--- src/rtl/dispenser_pkg.sv ---
// Shared widths, time limits and scheduler state encoding for the dispenser blocks.
package dispenser_pkg;

  localparam int HOURS_W   = 5;
  localparam int MIN_W     = 6;
  localparam int SEC_W     = 6;
  localparam int MAX_HOURS = 23;
  localparam int MAX_MIN   = 59;

  typedef enum logic [1:0] {
    SCHED_IDLE  = 2'd0,
    SCHED_REQ   = 2'd1,
    SCHED_ALARM = 2'd2,
    SCHED_FAULT = 2'd3
  } sched_state_t;

endpackage

--- src/rtl/dose_slot.sv ---
// One dose slot: programmed time and enable, match against the current time, and its pending flag.
module dose_slot
  import dispenser_pkg::*;
(
  input  logic               clock,
  input  logic               reset,
  input  logic               trigger,
  input  logic [HOURS_W-1:0] hours,
  input  logic [MIN_W-1:0]   minutes,
  input  logic               cfg_sel,
  input  logic [HOURS_W-1:0] cfg_hours,
  input  logic [MIN_W-1:0]   cfg_minutes,
  input  logic               cfg_enable,
  input  logic               serving,
  input  logic               done_clear,
  output logic               pending
);

  logic               enable_reg;
  logic [HOURS_W-1:0] hours_reg;
  logic [MIN_W-1:0]   minutes_reg;
  logic               pending_reg;
  logic               pending_next;
  logic               hit;
  logic               cancel;

  assign hit    = trigger && enable_reg && (hours == hours_reg) && (minutes == minutes_reg);
  assign cancel = done_clear || (cfg_sel && !cfg_enable && !serving);

  // A new match beats a simultaneous cancel.
  always_comb begin
    pending_next = pending_reg;
    if (cancel)
      pending_next = 1'b0;
    if (hit)
      pending_next = 1'b1;
  end

  always_ff @(posedge clock or posedge reset) begin
    if (reset) begin
      enable_reg  <= 1'b0;
      hours_reg   <= '0;
      minutes_reg <= '0;
      pending_reg <= 1'b0;
    end else begin
      if (cfg_sel) begin
        enable_reg  <= cfg_enable;
        hours_reg   <= cfg_hours;
        minutes_reg <= cfg_minutes;
      end
      pending_reg <= pending_next;
    end
  end

  assign pending = pending_reg;

endmodule

--- src/rtl/dose_scheduler.sv ---
// Dose scheduler: per-slot time triggers arbitrated onto one motor with done/timeout handshake.
// Define DOSE_ACK_EN to add the post-dispense ALARM state gated by the ack input.
module dose_scheduler
  import dispenser_pkg::*;
#(
  parameter int NUM_SLOTS      = 4,
  parameter int TIMEOUT_CYCLES = 1000000
) (
  input  logic                         clock,
  input  logic                         reset,
  input  logic [HOURS_W-1:0]           hours,
  input  logic [MIN_W-1:0]             minutes,
  input  logic [SEC_W-1:0]             seconds,
  input  logic                         time_valid,
  input  logic                         cfg_we,
  input  logic [$clog2(NUM_SLOTS)-1:0] cfg_slot,
  input  logic [HOURS_W-1:0]           cfg_hours,
  input  logic [MIN_W-1:0]             cfg_minutes,
  input  logic                         cfg_enable,
  output logic                         motor_req,
  output logic [$clog2(NUM_SLOTS)-1:0] motor_compartment,
  input  logic                         motor_done,
  output logic [NUM_SLOTS-1:0]         pending,
  output logic                         fault,
  output logic                         alarm,
  input  logic                         ack
);

  localparam int SLOT_W = $clog2(NUM_SLOTS);
  localparam int CNT_W  = $clog2(TIMEOUT_CYCLES + 1);

  sched_state_t      state_reg;
  logic [SLOT_W-1:0] grant_reg;
  logic [SLOT_W-1:0] lowest_idx;
  logic [CNT_W-1:0]  count_reg;
  logic [SEC_W-1:0]  prev_seconds_reg;
  logic              motor_req_reg;
  logic              fault_reg;
  logic              trigger;

  // One trigger per minute rollover; a stalled or held clock never re-triggers.
  assign trigger = time_valid && (seconds == '0) && (prev_seconds_reg != '0);

  for (genvar gi = 0; gi < NUM_SLOTS; gi++) begin : g_slot
    dose_slot u_slot (
      .clock       (clock),
      .reset       (reset),
      .trigger     (trigger),
      .hours       (hours),
      .minutes     (minutes),
      .cfg_sel     (cfg_we && (cfg_slot == SLOT_W'(gi))),
      .cfg_hours   (cfg_hours),
      .cfg_minutes (cfg_minutes),
      .cfg_enable  (cfg_enable),
      .serving     ((state_reg == SCHED_REQ) && (grant_reg == SLOT_W'(gi))),
      .done_clear  ((state_reg == SCHED_REQ) && motor_done && (grant_reg == SLOT_W'(gi))),
      .pending     (pending[gi])
    );
  end

  always_comb begin
    lowest_idx = '0;
    for (int i = NUM_SLOTS - 1; i >= 0; i--)
      if (pending[i])
        lowest_idx = SLOT_W'(i);
  end

`ifdef DOSE_ACK_EN
  logic alarm_reg;
  assign alarm = alarm_reg;
`else
  logic unused_ack;
  assign unused_ack = ack;
  assign alarm      = 1'b0;
`endif

  always_ff @(posedge clock or posedge reset) begin
    if (reset) begin
      state_reg        <= SCHED_IDLE;
      grant_reg        <= '0;
      count_reg        <= '0;
      prev_seconds_reg <= '0;
      motor_req_reg    <= 1'b0;
      fault_reg        <= 1'b0;
`ifdef DOSE_ACK_EN
      alarm_reg        <= 1'b0;
`endif
    end else begin
      prev_seconds_reg <= seconds;
      case (state_reg)
        SCHED_IDLE: begin
          if ((pending != '0) && !fault_reg) begin
            grant_reg     <= lowest_idx;
            count_reg     <= '0;
            motor_req_reg <= 1'b1;
            state_reg     <= SCHED_REQ;
          end
        end
        SCHED_REQ: begin
          if (motor_done) begin
            motor_req_reg <= 1'b0;
`ifdef DOSE_ACK_EN
            alarm_reg     <= 1'b1;
            state_reg     <= SCHED_ALARM;
`else
            state_reg     <= SCHED_IDLE;
`endif
          end else if (count_reg == CNT_W'(TIMEOUT_CYCLES - 1)) begin
            motor_req_reg <= 1'b0;
            fault_reg     <= 1'b1;
            state_reg     <= SCHED_FAULT;
          end else begin
            count_reg <= count_reg + CNT_W'(1);
          end
        end
`ifdef DOSE_ACK_EN
        SCHED_ALARM: begin
          if (ack) begin
            alarm_reg <= 1'b0;
            state_reg <= SCHED_IDLE;
          end
        end
`endif
        SCHED_FAULT: state_reg <= SCHED_FAULT;
        default:     state_reg <= SCHED_IDLE;
      endcase
    end
  end

  assign motor_req         = motor_req_reg;
  assign motor_compartment = grant_reg;
  assign fault             = fault_reg;

endmodule

--- config.mk ---
export PLATFORM = sky130hd
export DESIGN_NAME = dose_scheduler
export DESIGN_NICKNAME = d
export VERILOG_FILES = /design/src/rtl/dispenser_pkg.sv /design/src/rtl/dose_slot.sv /design/src/rtl/dose_scheduler.sv
export SDC_FILE = /design/constraint.sdc
export NUM_CORES = 1
export LEC_CHECK = 0
export CELL_PAD_IN_SITES_DETAIL_PLACEMENT = 1
export CELL_PAD_IN_SITES_GLOBAL_PLACEMENT = 2
export CORE_MARGIN = 8
export CORE_UTILIZATION = 40
export CTS_BUF_LIST = sky130_fd_sc_hd__clkbuf_16
export DETAILED_ROUTE_END_ITERATION = 8
export PLACE_DENSITY_LB_ADDON = 0.1
export SETUP_SLACK_MARGIN = 0.3
export SLEW_MARGIN = 0
export SYNTH_ARGS = -nofsm -noshare
export SYNTH_HDL_FRONTEND = slang
export SYNTH_SLANG_ARGS = --single-unit
--- constraint.sdc ---
create_clock -name clock -period 9 [get_ports clock]
set_clock_uncertainty 0.1 [all_clocks]
set_input_delay 2.25 -clock clock [delete_from_list [all_inputs] [get_ports clock]]
set_output_delay 2.25 -clock clock [all_outputs]
set_load 0.005 [all_outputs]
==> out/results.ini <==
[run_status]
outcome = finished, final reports clean

[placed_design]
dp_hpwl_mm = 7.60
place_congestion = 0.775
port_buffers = 43

[cts]
clock-root-buffer = clkbuf_16
clock_path_buffers = 2
cts_tree = done
postCtsSetupBuffers = 0
clk_pin_slew_ns = 0.06
htree_levels = 3
clock-sinks = 84
cts_repair_resize_count = 0
cts_hold_buf = 0
worstSkewPairLatency_ns = 0.34
numCtsBuffers = 9

[floorplan]
io_pins = 46
die_height_um = 118
start_util_pct = 40.7
die_x_um = 118
die_area_mm2 = 0.0139
core_region_area_mm2 = 0.0102
rows = 37

[timing]
fin_crit_sh_pct = 49.7
worst_slew_pin_slew_ns = 0.845
fin_crit_ns = 4.47
drv_slew = 0
final.setup.tns_ns = 0
fmax_mhz = 224
setup_violations = 0
rsz0062_at_grt = false
final_hold_viol_count = 0
slew-limit-headroom_pct = 43.5

[synthesis]
ys_ff_latch = 84
ys_seq_area_share_pct = 50.5
synth_cells = 362
ys_warn_count = 0
syn_avg_cell_area_um2 = 11.5
synthArstFlopShare_pct = 100
synth_area_mm2 = 0.00417
synth_edf_count = 0
ys_types = 53
syn_nets = 400
synth_flop_cell = dfrtp_1

[worst_setup_path]
end_kind = flip-flop
cp_max_fo = 17
cp.required_ns = 9.12
path_buf_inv = 2
cp_top_family = compound AO/OA/AOI/OAI gates
cp-start-kind = input port
worstPathArrival_ns = 4.59
crit_chain = clkdlybuf4s50_1 > nor2_1 > a21boi_2 > buf_4 > nor2_1 > a221o_1
cpMaxStageDelayCell = clkdlybuf4s50_1
cpPeakStageDelay_ns = 0.64
path_class = in -> reg
cpMostUsedCell = nor2_1

[route]
via_count = 2934
final_antenna_net_count = 0
routed_wl_mm = 10.4
first_iter_violations = 133
viasPerCell = 5.44
drc = 0
avgRoutedWirePerCell_um = 19.4
dr.pass1.iters = 4

[pwr]
p_per_area_mw_per_mm2 = 189
fin_total_pwr_uw = 937
p_switching_uw = 248
leakage_uw = 0.00199
power_frac_comb_pct = 14.2
sequentialPowerShare_pct = 48.0
peakVddDrop_mv = 0.102
clkPwrFrac_pct = 37.8
switching_share_pct = 26.5
power.internal_uw = 689

[final_layout]
post-route-util_pct = 48.5
drive_above_1_share_pct = 18.6
final_cell_mix = dfrtp_1, mux2_2, clkdlybuf4s50_1, xnor2_1, nand2_1
nets = 436
area_delta_synth_final_pct = 19.1
diodes = 0
final_common_cell = dfrtp_1
largest_reg_flops = 24

[flow_run]
max-cap-violations = 0

[grt]
grt_max_degree = 53
grt_overflow = 0
grt_pass1_wl_mm = 17.7
first_global_vias = 3384
antenna_found_initial = 0
grt.total_usage_pct = 15.9

[worst_hold_path]
hp-class = reg -> reg

power by group through the flow:
stage / Clock (uW) / Combinational [uW] / Sequential, uW
finish: 354 / 133 / 450
global route: 380 / 148 / 456
CTS: 365 / 136 / 450
detailed placement: 0 / 136 / 458
global placement: 0 / 132 / 455
floorplan: 0 / 91.1 / 451
cell families (layout without fill, tap and decap cells):
family	after synthesis	after routing	share of synthesized area (%)
muxes	49	49	13.2
other	1	1	0.0900
DFF	84	84	50.5
xor gates and xnor gates	45	45	9.46
and+or+nand+nor	96	96	12.7
buffers and inverters	27	68	3.30
adders and majority gates	1	1	0.300
AOI/OAI and AO/OA	59	59	10.5
metal layers:
metal / vias up / track usage, % / routed length (um)
li1: 1389 / - / -
met1: 1499 / 18.1 / 4470
met2: 37 / 28.8 / 5590
met3: 9 / 3.31 / 254
met4: 0 / 5.52 / 121
met5: - / 0 / 0
stage by stage:
| step | worst slack [ns] | instance area (um^2) | hold WS (ns) | instances |
|---|---|---|---|---|
| 2_1_floorplan | 4.48 | 4170 | 0.352 | 362 |
| 3_3_place_gp | 4.22 | 4680 | 0.373 | 523 |
| 3_5_place_dp | 4.18 | 4680 | 0.384 | 523 |
| 4_1_cts | 4.53 | 4960 | 0.395 | 539 |
| 5_1_grt | 4.38 | 4960 | 0.431 | 539 |
| 6_report | 4.53 | 4960 | 0.390 | 539 |
Yosys cell counts (all sizes together), types with 3 or more instances:
cell type	n	area share, %
nor2	16	1.4
mux2	48	13
xnor2	29	6.1
clkbuf	9	0.81
o22ai	5	0.75
nand2	18	1.6
a21oi	7	0.84
nand4	12	1.8
xor2	16	3.4
buf	12	2.0
nand3	11	1.3
nor3	8	0.96
and3	5	0.75
o31ai	4	0.72
nor2b	3	0.45
a22o	7	1.5
inv	6	0.54
dfrtp	84	50
o21ai	8	0.96
a211o	4	0.87
nor4	9	1.9
a31oi	6	0.90
nand2b	5	0.75
worst paths after layout:
check | endpoint | cells after the start | from | slack (ns)
worst max-delay path | count_reg[13] | 6 | motor_done | 4.53
worst min-delay path | count_reg[18] | 1 | count_reg[18] | 0.39
worst max register to register | count_reg[13] | 6 | state_reg[1] | 6.33
worst min register to register | count_reg[18] | 1 | count_reg[18] | 0.39
max in group asynchronous | g_slot[0].u_slot.enable_reg | 3 | reset | 5.54
min in group asynchronous | count_reg[13] | 2 | reset | 2.19
final cells by class:
class / count / area [um^2]
flip-flops and latches: 84 / 2100
well taps: 136 / 170
inverters: 6 / 23.8
clock buffers: 9 / 225
fillers: 1069 / 5270
repair buffers: 46 / 453
clock inverters: 7 / 56.3
multi-input cells: 251 / 1930
No activity file was read; power rests on OpenSTA's default activity.
